### config.mk
export PLATFORM = sky130hd
export DESIGN_NAME = cache_stats_collector
export DESIGN_NICKNAME = d
export VERILOG_FILES = /design/src/rtl/cache_stats_collector.sv
export SDC_FILE = /design/constraint.sdc
export NUM_CORES = 1
export LEC_CHECK = 0
export BUFFER_PORTS_ARGS = -buffer_cell sky130_fd_sc_hd__buf_2
export CELL_PAD_IN_SITES_DETAIL_PLACEMENT = 1
export CELL_PAD_IN_SITES_GLOBAL_PLACEMENT = 2
export CORE_ASPECT_RATIO = 2
export CORE_MARGIN = 10
export CORE_UTILIZATION = 31
export CTS_BUF_LIST = sky130_fd_sc_hd__clkbuf_16
export DETAILED_ROUTE_END_ITERATION = 16
export PLACE_DENSITY_LB_ADDON = 0.15
export SETUP_SLACK_MARGIN = 0.3
export SLEW_MARGIN = 20
export SYNTH_ARGS = -nofsm -noshare
export SYNTH_HDL_FRONTEND = slang
export SYNTH_SLANG_ARGS = --single-unit
### constraint.sdc
create_clock -name clk -period 10.3 [get_ports clk]
set_input_delay 2.06 -clock clk [delete_from_list [all_inputs] [get_ports clk]]
set_output_delay 2.06 -clock clk [all_outputs]
set_load 0.02 [all_outputs]
### src/rtl/cache_stats_collector.sv
// cache_stats_collector
// Counts L1 data-cache and instruction-cache hit/miss events into nine
// saturating counters. A RUN/DRAIN/DONE state machine raises a level 'done'
// once the trace has ended and the controller pipelines have drained.
// 'clear' zeroes the statistics and restarts collection without a reset.

module cache_stats_collector #(
    parameter int WIDTH        = 32,
    parameter int DRAIN_CYCLES = 2
) (
    input  logic             clk,
    input  logic             reset,
    input  logic             op_valid,
    input  logic [1:0]       op_code,
    input  logic             op_hit,
    input  logic             clear,
    input  logic             trace_end,
    output logic [WIDTH-1:0] DC_Read_Hit,
    output logic [WIDTH-1:0] DC_Read_Miss,
    output logic [WIDTH-1:0] DC_Reads,
    output logic [WIDTH-1:0] DC_Write_Hit,
    output logic [WIDTH-1:0] DC_Write_Miss,
    output logic [WIDTH-1:0] DC_Writes,
    output logic [WIDTH-1:0] IC_Read_Hit,
    output logic [WIDTH-1:0] IC_Read_Miss,
    output logic [WIDTH-1:0] IC_Reads,
    output logic             illegal_op,
    output logic             done
);

    // Counter slots inside the counter array
    localparam int NCNT      = 9;
    localparam int IDX_DC_RH = 0;
    localparam int IDX_DC_RM = 1;
    localparam int IDX_DC_R  = 2;
    localparam int IDX_DC_WH = 3;
    localparam int IDX_DC_WM = 4;
    localparam int IDX_DC_W  = 5;
    localparam int IDX_IC_RH = 6;
    localparam int IDX_IC_RM = 7;
    localparam int IDX_IC_R  = 8;

    // Drain counter only needs to hold DRAIN_CYCLES-1
    localparam int DW = (DRAIN_CYCLES > 1) ? $clog2(DRAIN_CYCLES) : 1;

    typedef enum logic [1:0] {
        ST_RUN   = 2'd0,
        ST_DRAIN = 2'd1,
        ST_DONE  = 2'd2
    } state_t;

    state_t              state_q, state_d;
    logic [DW-1:0]       drain_q, drain_d;
    logic [WIDTH-1:0]    cnt_q [NCNT];
    logic [WIDTH-1:0]    cnt_d [NCNT];
    logic [NCNT-1:0]     cnt_max;
    logic [NCNT-1:0]     inc;
    logic                accept_ev;
    logic                illegal_q, illegal_d;

    // State register: FSM, drain counter, event counters and the illegal pulse
    always_ff @(posedge clk or posedge reset) begin
        if (reset) begin
            state_q   <= ST_RUN;
            drain_q   <= '0;
            illegal_q <= 1'b0;
            for (int i = 0; i < NCNT; i++) begin
                cnt_q[i] <= '0;
            end
        end else begin
            state_q   <= state_d;
            drain_q   <= drain_d;
            illegal_q <= illegal_d;
            for (int i = 0; i < NCNT; i++) begin
                cnt_q[i] <= cnt_d[i];
            end
        end
    end

    // Next-state logic; clear overrides every transition and returns to RUN
    always_comb begin
        state_d = state_q;
        drain_d = drain_q;
        case (state_q)
            ST_RUN: begin
                if (trace_end) begin
                    state_d = ST_DRAIN;
                    drain_d = DW'(DRAIN_CYCLES - 1);
                end
            end
            ST_DRAIN: begin
                // A second trace_end here is ignored so the drain is not restarted
                if (drain_q == '0) begin
                    state_d = ST_DONE;
                end else begin
                    drain_d = drain_q - DW'(1);
                end
            end
            ST_DONE: begin
                state_d = ST_DONE;
            end
            default: begin
                state_d = ST_RUN;
            end
        endcase
        if (clear) begin
            state_d = ST_RUN;
            drain_d = '0;
        end
    end

    // Output logic: which counters step this cycle and whether to flag an illegal op
    always_comb begin
        accept_ev = op_valid && !clear && (state_q != ST_DONE);
        inc       = '0;
        illegal_d = 1'b0;
        if (accept_ev) begin
            case (op_code)
                2'd0: begin
                    inc[IDX_DC_R]  = 1'b1;
                    inc[IDX_DC_RH] = op_hit;
                    inc[IDX_DC_RM] = !op_hit;
                end
                2'd1: begin
                    inc[IDX_DC_W]  = 1'b1;
                    inc[IDX_DC_WH] = op_hit;
                    inc[IDX_DC_WM] = !op_hit;
                end
                2'd2: begin
                    inc[IDX_IC_R]  = 1'b1;
                    inc[IDX_IC_RH] = op_hit;
                    inc[IDX_IC_RM] = !op_hit;
                end
                default: begin
                    illegal_d = 1'b1;
                end
            endcase
        end
    end

    // Per-counter saturation detect: an all-ones counter must not wrap
    genvar gi;
    generate
        for (gi = 0; gi < NCNT; gi++) begin : gen_sat
            assign cnt_max[gi] = &cnt_q[gi];
        end
    endgenerate

    // Counter update: clear first, otherwise a saturating increment
    always_comb begin
        for (int i = 0; i < NCNT; i++) begin
            cnt_d[i] = cnt_q[i];
            if (clear) begin
                cnt_d[i] = '0;
            end else if (inc[i] && !cnt_max[i]) begin
                cnt_d[i] = cnt_q[i] + WIDTH'(1);
            end
        end
    end

    assign DC_Read_Hit   = cnt_q[IDX_DC_RH];
    assign DC_Read_Miss  = cnt_q[IDX_DC_RM];
    assign DC_Reads      = cnt_q[IDX_DC_R];
    assign DC_Write_Hit  = cnt_q[IDX_DC_WH];
    assign DC_Write_Miss = cnt_q[IDX_DC_WM];
    assign DC_Writes     = cnt_q[IDX_DC_W];
    assign IC_Read_Hit   = cnt_q[IDX_IC_RH];
    assign IC_Read_Miss  = cnt_q[IDX_IC_RM];
    assign IC_Reads      = cnt_q[IDX_IC_R];
    assign illegal_op    = illegal_q;
    assign done          = (state_q == ST_DONE);

endmodule

; ---- After elaboration in Yosys (flattened, before gate mapping)
; Index checks and enable logic that the tools add are counted.
[word_totals]
ff_bits = 292
latch_bits = 0
ramBits = 0
mem_bits_ro = 0
inputBits = 8
out_inout_bits = 290
wordCells = 107
n_memories = 0
[classes]
addsub = 10
n_mul = 0
div = 0
magnitude_cmp = 0
eq_ne = 7
n_shift = 0
n_mux = 32
n_bitwise = 0
n_reduce_logical = 46
[ops]
columns = operator, count
row1 = 32-bit 2-to-1 mux, 18
row2 = 32-bit by 1-bit adder with 32-bit output (second input constant), 9
row3 = 32-bit AND reduction, 9
row4 = 2-bit nonzero test, 9
row5 = 1-bit logical AND, 11
row6 = 1-bit logical NOT, 11
row7 = 3-bit 2-to-1 mux, 3
row8 = 9-bit 2-to-1 mux, 1
row9 = 2-bit 2-to-1 mux, 3
row10 = 3-bit inequality test (second input constant), 2
row11 = 2-bit one-hot mux with 3 select lines, 1
row12 = 1-bit 2-to-1 mux, 5
row13 = 2-bit by 1-bit equality test with 1-bit output (second input constant), 2
row14 = 2-bit equality test (second input constant), 2
row15 = 2-bit logical NOT, 2
row16 = 2-bit AND reduction, 2
row17 = 3-bit nonzero test, 1
row18 = 3-bit OR reduction, 1
row19 = 2-bit inequality test (second input constant), 1
row20 = 1-bit one-hot mux with 2 select lines, 1
row21 = 1-bit subtractor (second input constant), 1

; ---- Logic depth before layout (Yosys ltp)
; Gate-level depths: netlist of the first run.
[logic_depth]
depth_word = 7
depth_mapped = 10
mapped_depth_nobuf = 8

; ---- Worst setup path before layout of the first run
; OpenSTA, ideal clock, no wires.
[synth_path]
path_type = input to register
start = in op_code[1]
end = reg cnt_q (netlist bit DC_Reads[23])
setup_ps = 120
t_arrival_ps = 3579
required_ps = 10180
slack_ps = 6601
stages = 5
n_path_buf = 1
path_cell_list = or4b_1 > clkbuf_1 > nor4_2 > a311oi_1 > a41o_1
[synth_between]
elab_chain_cells = 5
[synth_lines]
columns = element, line_no
row1 = from (decl), 14  ; input logic [1:0] op_code,
row2 = 2-bit logical NOT, 118  ; case (op_code)
row3 = 3-bit 2-to-1 mux, 118
row4 = 9-bit 2-to-1 mux, 117  ; if (accept_ev) begin
row5 = 1-bit logical AND, 155  ; end else if (inc[i] && !cnt_max[i]) begin
row6 = 2-bit nonzero test (no line), --
row7 = "to (signal, indexed assignment)", 75  ; cnt_q[i] <= cnt_d[i];
row8 = to (decl), 54  ; logic [WIDTH-1:0] cnt_q [NCNT];
; No other way between the ends.
; A chain may end at the register's enable or synchronous reset.

; ---- Worst setup path in the final report of the first run
[layout_path]
start = in clear
end = reg cnt_q (netlist bit IC_Read_Hit[13])
[layout_between]
elab_chain_cells = 6
word_cells_on_any_way = 7
classes_between = mux: 2 / reduce/logical: 5
[layout_lines]
columns = element, line_no
row1 = from (decl), 16  ; input logic clear,
row2 = 1-bit logical NOT, 114  ; accept_ev = op_valid && !clear && (state_q != ST_DONE);
row3 = 1-bit logical AND (2 in series), 114
row4 = 9-bit 2-to-1 mux, 117
row5 = 1-bit logical AND, 155
row6 = 2-bit nonzero test (no line), --
; Parallel ways exist; a longest one is shown, timed or not.

==> run_results.csv, run 1 <==
group,metric,value,unit
floorplan,core,0.05080,mm^2
place,io_buffers,297,
clock_network,post-cts-setup-buffers,0,
clock_network,hold_buffers,0,
global_routing,grt-ovfl-total,0,
clock_network,cts_tree,"built",
global_routing,grt_pass1_vias,15820,
cells_and_area,nNetsFinal,2032,
logic_synthesis,synthesis.nets,1763,
route,routedWlPerCell,22.28,um
place,placed_cells,2629,
worst_setup_path,start_kind,"input port",
global_routing,antenna_found_initial,0,
worst_setup_path,cp_max_fo,47,
worst_setup_path,arrival,4.99,ns
clock_network,clockBufferDepth,3,
power,p_per_area,130.1,mW/mm^2
timing,tightest_slew,1.086,ns
run,drv_cap,0,
worst_setup_path,endpoint_kind,"register",
floorplan,start_util,0.3127,
floorplan,rows,117,
worst_setup_path,critical_path_class,"in2reg",
clock_network,cts_sinks,292,
power,p_leak,8.720,nW
timing,skew,0.01803,ns
logic_synthesis,async_flop_share,1.000,
logic_synthesis,synth_edf_count,0,
route,drc,0,
cells_and_area,multi_input_area,0.008178,mm^2
worst_setup_path,slowest_stage,"or4_1",
floorplan,dieHeight,340.1,um
clock_network,clock_latency,0.54,ns
logic_synthesis,yosys_warnings,0,
cells_and_area,most-common-layout-cells,"buf_2, dfrtp_1, nor2_1",
timing,fin_crit_sh,0.4452,
logic_synthesis,synth-seq-area-share,0.4600,
route,vias_per_cell,5.507,
timing,rsz0062_at_grt,"no",
timing,relSlewSlack,0.2700,
place,gp_congestion,0.8191,
logic_synthesis,synth_area_leaders,"dfrtp_1, nor2_1, xor2_1",
timing,finalHoldViolations,0,
floorplan,fp.dieW,180.1,um
floorplan,ios,298,
route,ant_nets,0,
floorplan,dieArea,0.06125,mm^2
clock_network,numCtsBuffers,35,
timing,period_needed,4.586,ns
cells_and_area,postLayoutCellArea,0.01908,mm^2
logic_synthesis,yosysTopAreaCellShare,0.4600,
global_routing,grt_pass1_wl,95.45,mm
cells_and_area,mostFrequentLayoutCell,"buf_2",
logic_synthesis,ys_ff_latch,292,
logic_synthesis,syn_inst,1743,
cells_and_area,ff_latch_area,0.007307,mm^2
global_routing,grt_start_max_net_pins,148,
logic_synthesis,ys_types,74,
worst_setup_path,path_cells,"buf_6, nor2b_1, nand2_1, nor2_1, nand2_1, or4_1, mux2i_1",
cells_and_area,fin_cells,2690,
hold_path,hold_path.class,"reg2reg",
logic_synthesis,avgSynthCellArea,9.114,um^2
timing,whs,0.5066,ns
global_routing,grtUsageTotal,0.1909,
cells_and_area,nFillCells,5992,
logic_synthesis,syn-cell-area,0.01589,mm^2
clock_network,htree_levels,2,
route,vias,14815,
worst_setup_path,cp_common_cell,"nand2_1",
cells_and_area,syn_to_final_growth,20.10,%
power,peakVddDrop,0.1058,mV
worst_setup_path,cpPeakStageDelay,0.64,ns
route,drt_iter0_drc,680,
place,place_area,0.01800,mm^2
route,wl,59.94,mm
clock_network,ctsResizeCount,0,
timing,setup_viol,0,
route,drt-pass1-iter-count,5,
logic_synthesis,synth_flop_cell,"dfrtp_1",
timing,max_freq,218.1,MHz
logic_synthesis,yosysTopAreaCell,"dfrtp_1",
cells_and_area,drive_above_1_share,0.1979,
cells_and_area,antenna_cells,0,
clock_network,root_buffer,"clkbuf_16",
outcome,status,"finished clean",
place,hpwl,43.82,mm
clock_network,clk_pin_slew,0.06,ns
timing,tns,0,ns
worst_setup_path,crit_required,10.70,ns
timing,slew_violations,0,
==> sequential cells by signal (all words and copies together), names as in the netlist <==
signal         count
DC_Read_Hit       32
DC_Read_Miss      32
DC_Reads          32
DC_Write_Hit      32
DC_Write_Miss     32
DC_Writes         32
IC_Read_Hit       32
IC_Read_Miss      32
IC_Reads          32
state_q            2
drain_q            1
illegal_op         1
==> worst max-delay path: cells and delay by family <==
family        cells  cell delay, ns
simple gates      5            2.59
mux               1            0.14
buf+inv           1            0.19
==> final cells by class <==
type                       count  area share
multi-input combinational   1353      0.4286
sequential                   292      0.3830
timing repair buffer         310     0.08466
clock buffer                  37     0.04853
tap                          654     0.04289
clock inverter                24    0.008197
inverter                      20    0.004131
==> cell usage after synthesis, types with 16 or more instances <==
library cell,number
a21oi_1,32
a31oi_1,18
and2_1,16
and3_1,58
and4_1,32
buf_2,20
clkbuf_1,49
dfrtp_1,292
inv_1,19
nand2_1,148
nand3_1,135
nand4_1,95
nor2_1,226
nor3_1,62
nor4_1,45
o21ai_0,116
o31ai_1,28
or3_1,19
xnor2_1,82
xor2_1,85
==> per-stage QoR <==
stage,setup WS [ns],power (mW),utilization
6_report,5.714,2.481,0.3756
5_1_grt,5.355,2.593,0.3756
4_1_cts,5.585,2.538,0.3756
3_5_place_dp,5.017,1.290,0.3543
3_3_place_gp,5.130,1.286,0.3543
2_1_floorplan,4.365,1.247,-
==> logic make-up after synthesis <==
family                     share of synthesized area
muxes                                       0.008821
DFF                                           0.4600
adders and majority gates                   0.009451
xor gates and xnor gates                     0.09207
buffers and inverters                        0.02662
and+or+nand+nor                               0.3053
AOI/OAI and AO/OA                            0.09782
==> routing by layer <==
| metal | track usage | share of wire | vias up |
|---|---|---|---|
| met4 | 0.05985 | 0.026 | 0 |
| met1 | 0.2176 | 0.40 | 7519 |
| met2 | 0.3419 | 0.51 | 356 |
| met5 | 0 | 0 | - |
| met3 | 0.04793 | 0.060 | 73 |
| li1 | - | - | 6867 |
==> power by group <==
group | internal (mW) | total [mW] | leakage, nW | switching, mW
Combinational | 0.0211 | 0.107 | 4.07 | 0.0854
Sequential | 1.15 | 1.16 | 4.08 | 0.00547
Clock | 0.697 | 1.22 | 0.571 | 0.521
==> path summary, 6_finish.rpt <==
check | startpoint | to | slack [ns] | depth (start not counted)
min | DC_Writes[30] | DC_Writes[30] | 0.51 | 1
min in group asynchronous | reset | IC_Read_Hit[23] | 1.73 | 2
max in group asynchronous | reset | DC_Reads[7] | 6.46 | 4
max reg2reg | state_q[0] | IC_Read_Hit[13] | 6.55 | 8
min reg2reg | DC_Writes[30] | DC_Writes[30] | 0.51 | 1
max | clear | IC_Read_Hit[13] | 5.71 | 7
Note: power is estimated with default switching activity, not from simulation.
==> inputs of run 2 (changes only) <==
Clock period 10.3 ns to 3.7 ns, I/O delays scaled along.
==> run_results.csv, run 2 (same netlist as run 1, synthesis figures left out) <==
group,metric,value,unit
timing,period_needed,2.880,ns
clock_network,post-cts-setup-buffers,0,
cells_and_area,ff_latch_area,0.007307,mm^2
route,vias_per_cell,5.408,
timing,slew_violations,0,
floorplan,fp.dieW,180.1,um
global_routing,grt_pass1_wl,94.98,mm
floorplan,dieHeight,340.1,um
floorplan,start_util,0.3127,
timing,finalHoldViolations,0,
place,gp_congestion,0.8166,
worst_setup_path,reg2regPathDepth,7,
route,vias,14705,
clock_network,clockBufferDepth,3,
worst_setup_path,cp_max_fo,12,
clock_network,clk_pin_slew,0.06,ns
place,hpwl,44.81,mm
cells_and_area,syn_to_final_growth,22.47,%
cells_and_area,mostFrequentLayoutCell,"buf_2",
clock_network,numCtsBuffers,35,
power,p_leak,8.896,nW
timing,skew,0.01318,ns
worst_setup_path,start_kind,"register",
cells_and_area,nFillCells,6016,
worst_setup_path,endpoint_kind,"register",
clock_network,clock_latency,0.53,ns
cells_and_area,multi_input_area,0.008169,mm^2
place,io_buffers,297,
power,p_total,7.275,mW
clock_network,root_buffer,"clkbuf_16",
floorplan,ios,298,
cells_and_area,nNetsFinal,2065,
clock_network,cts_sinks,292,
timing,fin_crit_sh,0.7784,
route,drc,0,
power,peakVddDrop,0.3527,mV
timing,rsz0062_at_grt,"no",
floorplan,core,0.05080,mm^2
global_routing,grt_pass1_vias,15948,
clock_network,cts_tree,"built",
route,drt-pass1-iter-count,4,
global_routing,grtUsageTotal,0.1897,
global_routing,antenna_found_initial,1,
route,ant_nets,0,
outcome,status,"finished clean",
timing,tightest_slew,0.9631,ns
floorplan,rows,117,
run,drv_cap,0,
worst_setup_path,crit_required,4.11,ns
cells_and_area,antenna_cells,0,
timing,relSlewSlack,0.3556,
route,drt_iter0_drc,639,
cells_and_area,drive_above_1_share,0.2126,
power,p_per_area,373.9,mW/mm^2
timing,max_freq,347.2,MHz
global_routing,grt-ovfl-total,0,
timing,setup_viol,0,
cells_and_area,most-common-layout-cells,"buf_2, dfrtp_1, nor2_1",
clock_network,ctsResizeCount,0,
global_routing,grt_start_max_net_pins,109,
route,routedWlPerCell,22.11,um
timing,tns,0,ns
worst_setup_path,arrival,3.29,ns
clock_network,htree_levels,2,
worst_setup_path,critical_path_class,"reg2reg",
clock_network,hold_buffers,0,
route,wl,60.13,mm
floorplan,dieArea,0.06125,mm^2
hold_path,hold_path.class,"in2async",
==> run 2: metrics by stage <==
step | util | worst slack [ns] | cell area [um^2] | hold slack [ns] | cells
after floorplan | - | -0.9152 | 15890 | 0.5424 | 1743
after global placement | 0.3591 | 0.6853 | 18240 | 0.4834 | 2661
after detailed placement | 0.3595 | 0.6012 | 18260 | 0.4959 | 2662
after CTS | 0.3830 | 0.6902 | 19460 | 0.2110 | 2719
after global routing | 0.3830 | 0.4898 | 19460 | 0.2214 | 2719
final | 0.3830 | 0.8200 | 19460 | 0.2252 | 2719
==> run 2: final timing paths <==
| path | slack, ns | from | end |
|---|---|---|---|
| max | 0.82 | state_q[0] | DC_Write_Hit[19] |
| min | 0.23 | reset | IC_Reads[2] |
| max reg2reg | 0.82 | state_q[0] | DC_Write_Hit[19] |
| min reg2reg | 0.51 | DC_Read_Miss[23] | DC_Read_Miss[23] |
| max in group asynchronous | 2.55 | reset | DC_Write_Hit[23] |
| min in group clk | 0.51 | DC_Read_Miss[23] | DC_Read_Miss[23] |
==> run 2: critical path: stages, from the launching register on <==
cell      delay, ns
dfrtp_1        0.38
inv_1          0.08
ha_1           0.33
nor4bb_2       0.68
nand2_1        0.50
nor2_1         0.30
nand2_1        0.18
o31ai_1        0.31
==> run 2: per-layer routing <==
layer  part of all wire  vias to the layer above  wire length, um  GRT usage
li1                   -                     6919                -          -
met1               0.40                     7389            24200     0.2144
met2               0.51                      320            30850     0.3426
met3              0.059                       77             3540    0.04814
met4              0.026                        0             1534    0.05677
met5                  0                        -                0          0
==> run 2: area by class of cell <==
| class | count | area share |
|---|---|---|
| timing repair buffer | 343 | 0.09704 |
| clock inverter | 20 | 0.01383 |
| multi-input combinational | 1353 | 0.4199 |
| sequential | 292 | 0.3756 |
| clock buffer | 37 | 0.04759 |
| inverter | 20 | 0.004051 |
| tap | 654 | 0.04206 |
==> run 2: power breakdown <==
group	leakage, nW	total (mW)	switching (mW)	internal [mW]
Combinational	4.23	0.320	0.243	0.0771
Sequential	4.08	3.22	0.0146	3.21
Clock	0.593	3.73	1.45	2.28
Total	8.90	7.27	1.71	5.57
